$ cat config.mk
export PLATFORM = sky130hd
export DESIGN_NAME = kpn_channel_reader_flat
export DESIGN_NICKNAME = d
export VERILOG_FILES = /design/src/rtl/kpn_channel_reader_if.sv /design/src/rtl/kpn_channel_reader.sv /design/src/flat_wrapper.sv
export SDC_FILE = /design/constraint.sdc
export NUM_CORES = 1
export LEC_CHECK = 0
export BUFFER_PORTS_ARGS = -buffer_cell sky130_fd_sc_hd__buf_2
export CAP_MARGIN = 20
export CORE_MARGIN = 2
export CORE_UTILIZATION = 45
export DETAILED_ROUTE_END_ITERATION = 12
export PLACE_DENSITY_LB_ADDON = 0.15
export RECOVER_POWER = 100
export SKIP_CTS_REPAIR_TIMING = 1
export SYNTH_ARGS = -nofsm -noshare
export SYNTH_HDL_FRONTEND = slang
export SYNTH_SLANG_ARGS = --single-unit
$ cat constraint.sdc
create_clock -name clk -period 2.3 [get_ports clk]
set_input_delay 0.345 -clock clk [delete_from_list [all_inputs] [get_ports clk]]
set_output_delay 0.345 -clock clk [all_outputs]
set_load 0.03 [all_outputs]
$ cat src/rtl/kpn_channel_reader_if.sv
// Channel-reader bundle: FIFO read side plus process token side.
// master is the reader; slave is the FIFO/process environment.
interface kpn_channel_reader_if #(
  parameter int BITS_NUMBER = 16,
  parameter int COUNT_BITS  = 16
);
  logic                   fifo_empty;
  logic [BITS_NUMBER-1:0] fifo_data;
  logic                   fifo_rd;
  logic                   proc_req;
  logic                   proc_ack;
  logic                   proc_valid;
  logic [BITS_NUMBER-1:0] proc_data;
  logic                   blocked;
  logic [COUNT_BITS-1:0]  tokens_read;

  modport master (
    input  fifo_empty,
    input  fifo_data,
    input  proc_req,
    input  proc_ack,
    output fifo_rd,
    output proc_valid,
    output proc_data,
    output blocked,
    output tokens_read
  );

  modport slave (
    output fifo_empty,
    output fifo_data,
    output proc_req,
    output proc_ack,
    input  fifo_rd,
    input  proc_valid,
    input  proc_data,
    input  blocked,
    input  tokens_read
  );
endinterface

$ cat src/rtl/kpn_channel_reader.sv
// Blocking-read endpoint of a KPN channel: pulls one token from the
// FIFO per request, holds it for the consumer and counts acks.
module kpn_channel_reader #(
  parameter int BITS_NUMBER = 16,
  parameter int COUNT_BITS  = 16
) (
  input  logic                  clk,
  input  logic                  reset_n,
  kpn_channel_reader_if.master  bus
);

  typedef enum logic [1:0] {
    IDLE,
    ISSUE,
    CAPTURE,
    PRESENT
  } state_t;

  state_t                 state;
  state_t                 state_nxt;
  logic [BITS_NUMBER-1:0] data_q;
  logic [COUNT_BITS-1:0]  count_q;
  logic                   fetch;
  logic                   ack_hit;

  always_ff @(posedge clk) begin
    if (!reset_n) begin
      state <= IDLE;
    end else begin
      state <= state_nxt;
    end
  end

  // a fetch decision is only ever made against a non-empty FIFO
  always_comb begin
    state_nxt = state;
    ack_hit   = 1'b0;
    fetch     = bus.proc_req && !bus.fifo_empty;
    unique case (state)
      IDLE: begin
        if (fetch) state_nxt = ISSUE;
      end
      ISSUE: begin
        state_nxt = CAPTURE;
      end
      CAPTURE: begin
        state_nxt = PRESENT;
      end
      PRESENT: begin
        if (bus.proc_ack) begin
          ack_hit   = 1'b1;
          state_nxt = fetch ? ISSUE : IDLE;
        end
      end
      default: begin
        state_nxt = IDLE;
      end
    endcase
  end

  always_ff @(posedge clk) begin
    if (!reset_n) begin
      data_q <= '0;
    end else if (state == CAPTURE) begin
      data_q <= bus.fifo_data;
    end
  end

  always_ff @(posedge clk) begin
    if (!reset_n) begin
      count_q <= '0;
    end else if (ack_hit) begin
      count_q <= count_q + 1'b1;
    end
  end

  assign bus.fifo_rd     = (state == ISSUE);
  assign bus.proc_valid  = (state == PRESENT);
  assign bus.proc_data   = data_q;
  assign bus.tokens_read = count_q;
  assign bus.blocked     = (state == IDLE) && bus.proc_req
                           && bus.fifo_empty;

endmodule
$ cat src/flat_wrapper.sv
// flat-port wrapper written by rule: the top's interface ports become plain ports
module kpn_channel_reader_flat 
#(
  parameter int BITS_NUMBER = 16,
  parameter int COUNT_BITS  = 16
)
  (clk, reset_n, bus_fifo_empty, bus_fifo_data, bus_proc_req, bus_proc_ack, bus_fifo_rd, bus_proc_valid, bus_proc_data, bus_blocked, bus_tokens_read);
  kpn_channel_reader_if #(.BITS_NUMBER(BITS_NUMBER), .COUNT_BITS(COUNT_BITS)) bus_i ();
  input  logic clk;
  input  logic reset_n;
  input wire logic [$bits(bus_i.fifo_empty)-1:0] bus_fifo_empty;
  input wire logic [$bits(bus_i.fifo_data)-1:0] bus_fifo_data;
  input wire logic [$bits(bus_i.proc_req)-1:0] bus_proc_req;
  input wire logic [$bits(bus_i.proc_ack)-1:0] bus_proc_ack;
  output wire logic [$bits(bus_i.fifo_rd)-1:0] bus_fifo_rd;
  output wire logic [$bits(bus_i.proc_valid)-1:0] bus_proc_valid;
  output wire logic [$bits(bus_i.proc_data)-1:0] bus_proc_data;
  output wire logic [$bits(bus_i.blocked)-1:0] bus_blocked;
  output wire logic [$bits(bus_i.tokens_read)-1:0] bus_tokens_read;
  assign bus_i.fifo_empty = bus_fifo_empty;
  assign bus_i.fifo_data = bus_fifo_data;
  assign bus_i.proc_req = bus_proc_req;
  assign bus_i.proc_ack = bus_proc_ack;
  assign bus_fifo_rd = bus_i.fifo_rd;
  assign bus_proc_valid = bus_i.proc_valid;
  assign bus_proc_data = bus_i.proc_data;
  assign bus_blocked = bus_i.blocked;
  assign bus_tokens_read = bus_i.tokens_read;
  kpn_channel_reader #(.BITS_NUMBER(BITS_NUMBER), .COUNT_BITS(COUNT_BITS)) u_core (.clk(clk), .reset_n(reset_n), .bus(bus_i));
endmodule
Yosys cells after proc, flatten, opt, wreduce, memory -nomap -nowiden

Cells that the tools add are included.

$add $sub $neg: 1
Equality and inequality tests: 5
Multiplexer cells: 6
Reduce and logical (&&, ||, !) cells: 6

Operators by type and width:

| kind                                                  | number |
|---|---|
| adder 16 x 1 -> 16 bit, second input constant         | 1 |
| case mux 2 bit (4 select lines)                       | 1 |
| == test 2 bit, second input constant                  | 2 |
| two-way mux 2 bit                                     | 2 |
| logical AND 1 bit                                     | 3 |
| two-way mux 1 bit                                     | 3 |
| == test 2 x 1 -> 1 bit, second input constant         | 1 |
| logical NOT 2 bit                                     | 1 |
| inequality test 2 x 1 -> 1 bit, second input constant | 1 |
| inequality test 2 bit, second input constant          | 1 |
| AND reduction 2 bit                                   | 1 |
| logical NOT 1 bit                                     | 1 |

Bits in registers: 34
Input port bits: 21
Output and inout port bits: 35
Logic and storage cells: 21

Longest topological paths before layout

Depth in word-level cells: 5
Mapped depth: 6

Least setup slack after synthesis

Ideal clock, no wire load.

Path kind: register to register
Start: reg u_core.state[1]
End: reg u_core.count_q[14] (netlist: u_core.bus.tokens_read[14])
Library setup time: 71 ps
Arrival: 1893 ps
Data required time: 2229 ps
Setup slack: 337 ps
Stages on the path, launching flop included: 6
Path buffers: 0
Clock period less this slack: 1963 ps
Cells stage by stage: dfxtp_1 ha_1 and4_1 nand3_1 or4_1 a21oi_1

Longest elaborated chain between the ends: 2

RTL lines:

| what                   | RTL line                 | text |
|---|---|---|
| start, declared        | kpn_channel_reader.sv:19 | `state_t state;` |
| start signal, assigned | kpn_channel_reader.sv:30 | `state <= state_nxt;` |
| == test 2 bit          | --                       |  |
| net bus_proc_valid     | flat_wrapper.sv:16       | `output wire logic [$bits(bus_i.proc_valid)-1:0] bus_proc_valid;` |
| two-way mux 1 bit      | kpn_channel_reader.sv:39 | `unique case (state)` |
| end signal, assigned   | kpn_channel_reader.sv:73 | `count_q <= count_q + 1'b1;` |
| end, declared          | kpn_channel_reader.sv:22 | `logic [COUNT_BITS-1:0] count_q;` |

The timed path passes the listed nets, and every way through them passes these cells.
A chain may end at the register's enable or synchronous reset.

Final worst setup path

Start: reg u_core.state[1]
End: reg u_core.count_q[14] (netlist: u_core.bus.tokens_read[14])

Longest elaborated chain between the ends: 2

RTL lines:

| what              | RTL line |
|---|---|
| == test 2 bit     | kpn_channel_reader.sv:39 |
| two-way mux 1 bit | kpn_channel_reader.sv:39 |

No other way between the ends.

==> results.md <==
- Ys Warns: 0
- Synth Instances: between 150 and 200
- Clock share of power: between 20% and 30%
- Synth Flop Type: dfxtp_1
- WP buf/inv: 0
- Hold Path Origin: bus_fifo_data[7]
- Gr usage total: around a fifth
- Antenna violations before repair: 0
- Root Buffer: clkbuf_4
- Critical path origin: u_core.state[1]$_SDFFE_PN0P_
- Syn_nets: 185
- Diodes inserted: 0
- Post-synth EDFFs: 0
- Fmax: 511 MHz
- Post-synthesis sequential area ratio: a little under half
- Final setup vio count: 0
- Die ar.: between 3000 and 4000 sq um
- Post-route minimum period: between 1.5 and 2 ns
- Flop pwr share: roughly 45%
- Power, Total: 1.55 mW
- GP Congestion: ~0.74
- Max Cap Viol: 0
- Setup_tns: 0 ns
- Least-Margin Pin Slew: 1.08 ns
- Power per cell area: 863 nW/um^2
- CP Launch Type: flip-flop
- Die width: between 60 and 70 um
- Sw Ratio: roughly 37%
- P_sw: approximately 570 uW
- Worst setup path class: reg2reg
- Vias/cell: between 4 and 5
- Max transition margin: between 20% and 30%
- Ports: 56
- Largest stage delay on the critical path: 0.52 ns
- Crit-path cells: ha_1 > and4_1 > nand3_1 > or4_1 > a21oi_1
- Pin count of the biggest net entering global routing: 20
- DP HPWL: approximately 2300 um
- Lkg Pwr: ~0.67 nW
- Min Hold Slack: about 0.24 ns
- Worst-path clk slew: 0.10 ns
- Reg2reg path depth: 5
- Req. time, crit path: approximately 2.6 ns
- RSZ-0062 raised after global routing: false
- Layout Nets: 243
- Longest Clk Path Bufs: 2
- Core ar.: roughly 3100 sq um
- Leading cell types in the layout, fill and taps excluded: clkbuf_1 (37), dfxtp_1 (34), nor2_1 (29), buf_2 (20), mux2i_1 (18)
- # rows: 20
- GRT overflow: 0
- 1st-pass router iterations: 4
- Max Slew Vio Count: 0
- Num CTS Buffers: 5
- Final Util: between 50% and 60%
- Skew-Pair Late Insertion Delay: approximately 0.34 ns
- Int Pwr: about 980 uW
- Skew final: 0.00559 ns
- Synthesized area: between 1000 and 1500 sq um
- Dpl ws: around 0.38 ns
- Run status: finished, final reports clean
- Final WS setup: ~0.34 ns
- Slowest CP cell: or4_1
- DR iter-0 viols: 58
- Share of cells above drive strength 1: 13.4%
- FFs w/ async S/R, synth: 0%
- Starting Density: between 40% and 50%
- Fillers: between 300 and 400
- Port bufs: 55
- WL final: 3020 um
- Comb pwr share: between 30% and 40%
- CP Capture Type: flip-flop
- Vert. Die Dim: between 60 and 70 um
- Fin. Hold Viols: 0
- Final period utilization: 85.0%
- WP data arrival: roughly 2.2 ns
- Drt wl/cell: between 10 and 15 um
- Peak supply drop: slightly above 0.0004 V
- Family with the most delay on the worst path: simple AND/OR/NAND/NOR gates
- DR vias: 1,271
- CTS tree: yes
- Synth cell types: 31
- Beginning of the worst register-to-register path: u_core.state[1]$_SDFFE_PN0P_
- Hold path cells: 3
- Final ANT Viol Nets: 0
- Commonest non-fill, non-tap cell in the layout: clkbuf_1
- Layout area overhead: 22.7%
- H-tree level count: 2
- Vias in the first global route: between 1,000 and 1,500
- Clk sinks: 34
- Hold crit path type: in2reg
- Register bit total from synthesis: 34
- Mapped Avg Cell Area: around 9.3 sq um
- Crit path depth: 5
- Drt drc: 0
- Critical path peak fanout: 8
- Global-route wire length before repair: around 5300 um
cells by family after synthesis:
kind of cell	synth area share (%)
fa+ha+maj	5.13
compound gates	6.33
xor+xnor	5.38
buf+inv	2.99
flops	46.5
mux	12.3
simple gates	21.4
sequential cells by signal, summed over array words and instances, names as in the netlist:
signal,count
u_core.bus.proc_data,16
u_core.bus.tokens_read,16
u_core.state,2
worst register-to-register path, delay by kind of cell (launching register included):
family / cells / cell delay, ns
and+or+nand+nor: 3 / 1.00
adders and majority gates: 1 / 0.32
AOI/OAI and AO/OA: 1 / 0.15
DFF: 1 / 0.42
routing by layer:
metal  vias to the layer above  share of wire (%)  GRT usage, %
li1                        661                  -             -
met1                       564                 44          23.4
met2                        41                 48          31.5
met3                         5                6.5          7.14
met4                         0               0.99          5.59
met5                         -                  0             0
synth_stat cells, drive strengths merged, types with 2 or more instances:
cell type  count  share of area, %
and3           2              0.85
nand2b         3               1.3
nor3           3               1.0
inv            5               1.3
nand4          3               1.7
a21oi          6               2.1
nand2          7               1.8
nand3         10               3.4
ha             6               5.1
nor2          29               7.4
o21ai          4               1.4
or3            2              0.85
clkbuf         5               1.4
xnor2          5               3.0
dfxtp         34                46
xor2           4               2.4
mux2i         18                12
per-stage QoR:
| stage | std cells | cell area (sq um) |
|---|---|---|
| after floorplan | 158 | 1460 |
| after CTS | 261 | 1840 |
| after detailed placement | 253 | 1780 |
| after global routing | 261 | 1800 |
| final | 261 | 1800 |
| after global placement | 253 | 1780 |
final cells by class:
| class | instances | area, sq um | area share [%] |
|---|---|---|---|
| Multi-Input combinational cell | 113 | 739 | 41.2 |
| Timing Repair Buffer | 57 | 243 | 13.5 |
| Inverter | 5 | 18.8 | 1.04 |
| Sequential cell | 34 | 681 | 37.9 |
| Clock buffer | 7 | 55.1 | 3.06 |
| Clock inverter | 1 | 5.00 | 0.279 |
| Tap cell | 44 | 55.1 | 3.06 |
power by group through the flow:
stage	Clock (mW)	Sequential [mW]	Combinational, mW
CTS	0.361	0.701	0.528
floorplan	0	0.813	0.288
global route	0.384	0.712	0.557
global placement	0	0.708	0.501
detailed placement	0	0.713	0.522
finish	0.350	0.702	0.499
worst paths after layout:
path	slack (ns)	to
worst max-delay path	0.34	u_core.bus.tokens_read[14]$_SDFFE_PN0P_
worst min-delay path	0.24	u_core.bus.proc_data[7]$_SDFFE_PN0N_
worst max register to register	0.34	u_core.bus.tokens_read[14]$_SDFFE_PN0P_
worst min register to register	0.50	u_core.bus.proc_data[4]$_SDFFE_PN0N_
No activity file was read; power rests on OpenSTA's default activity.
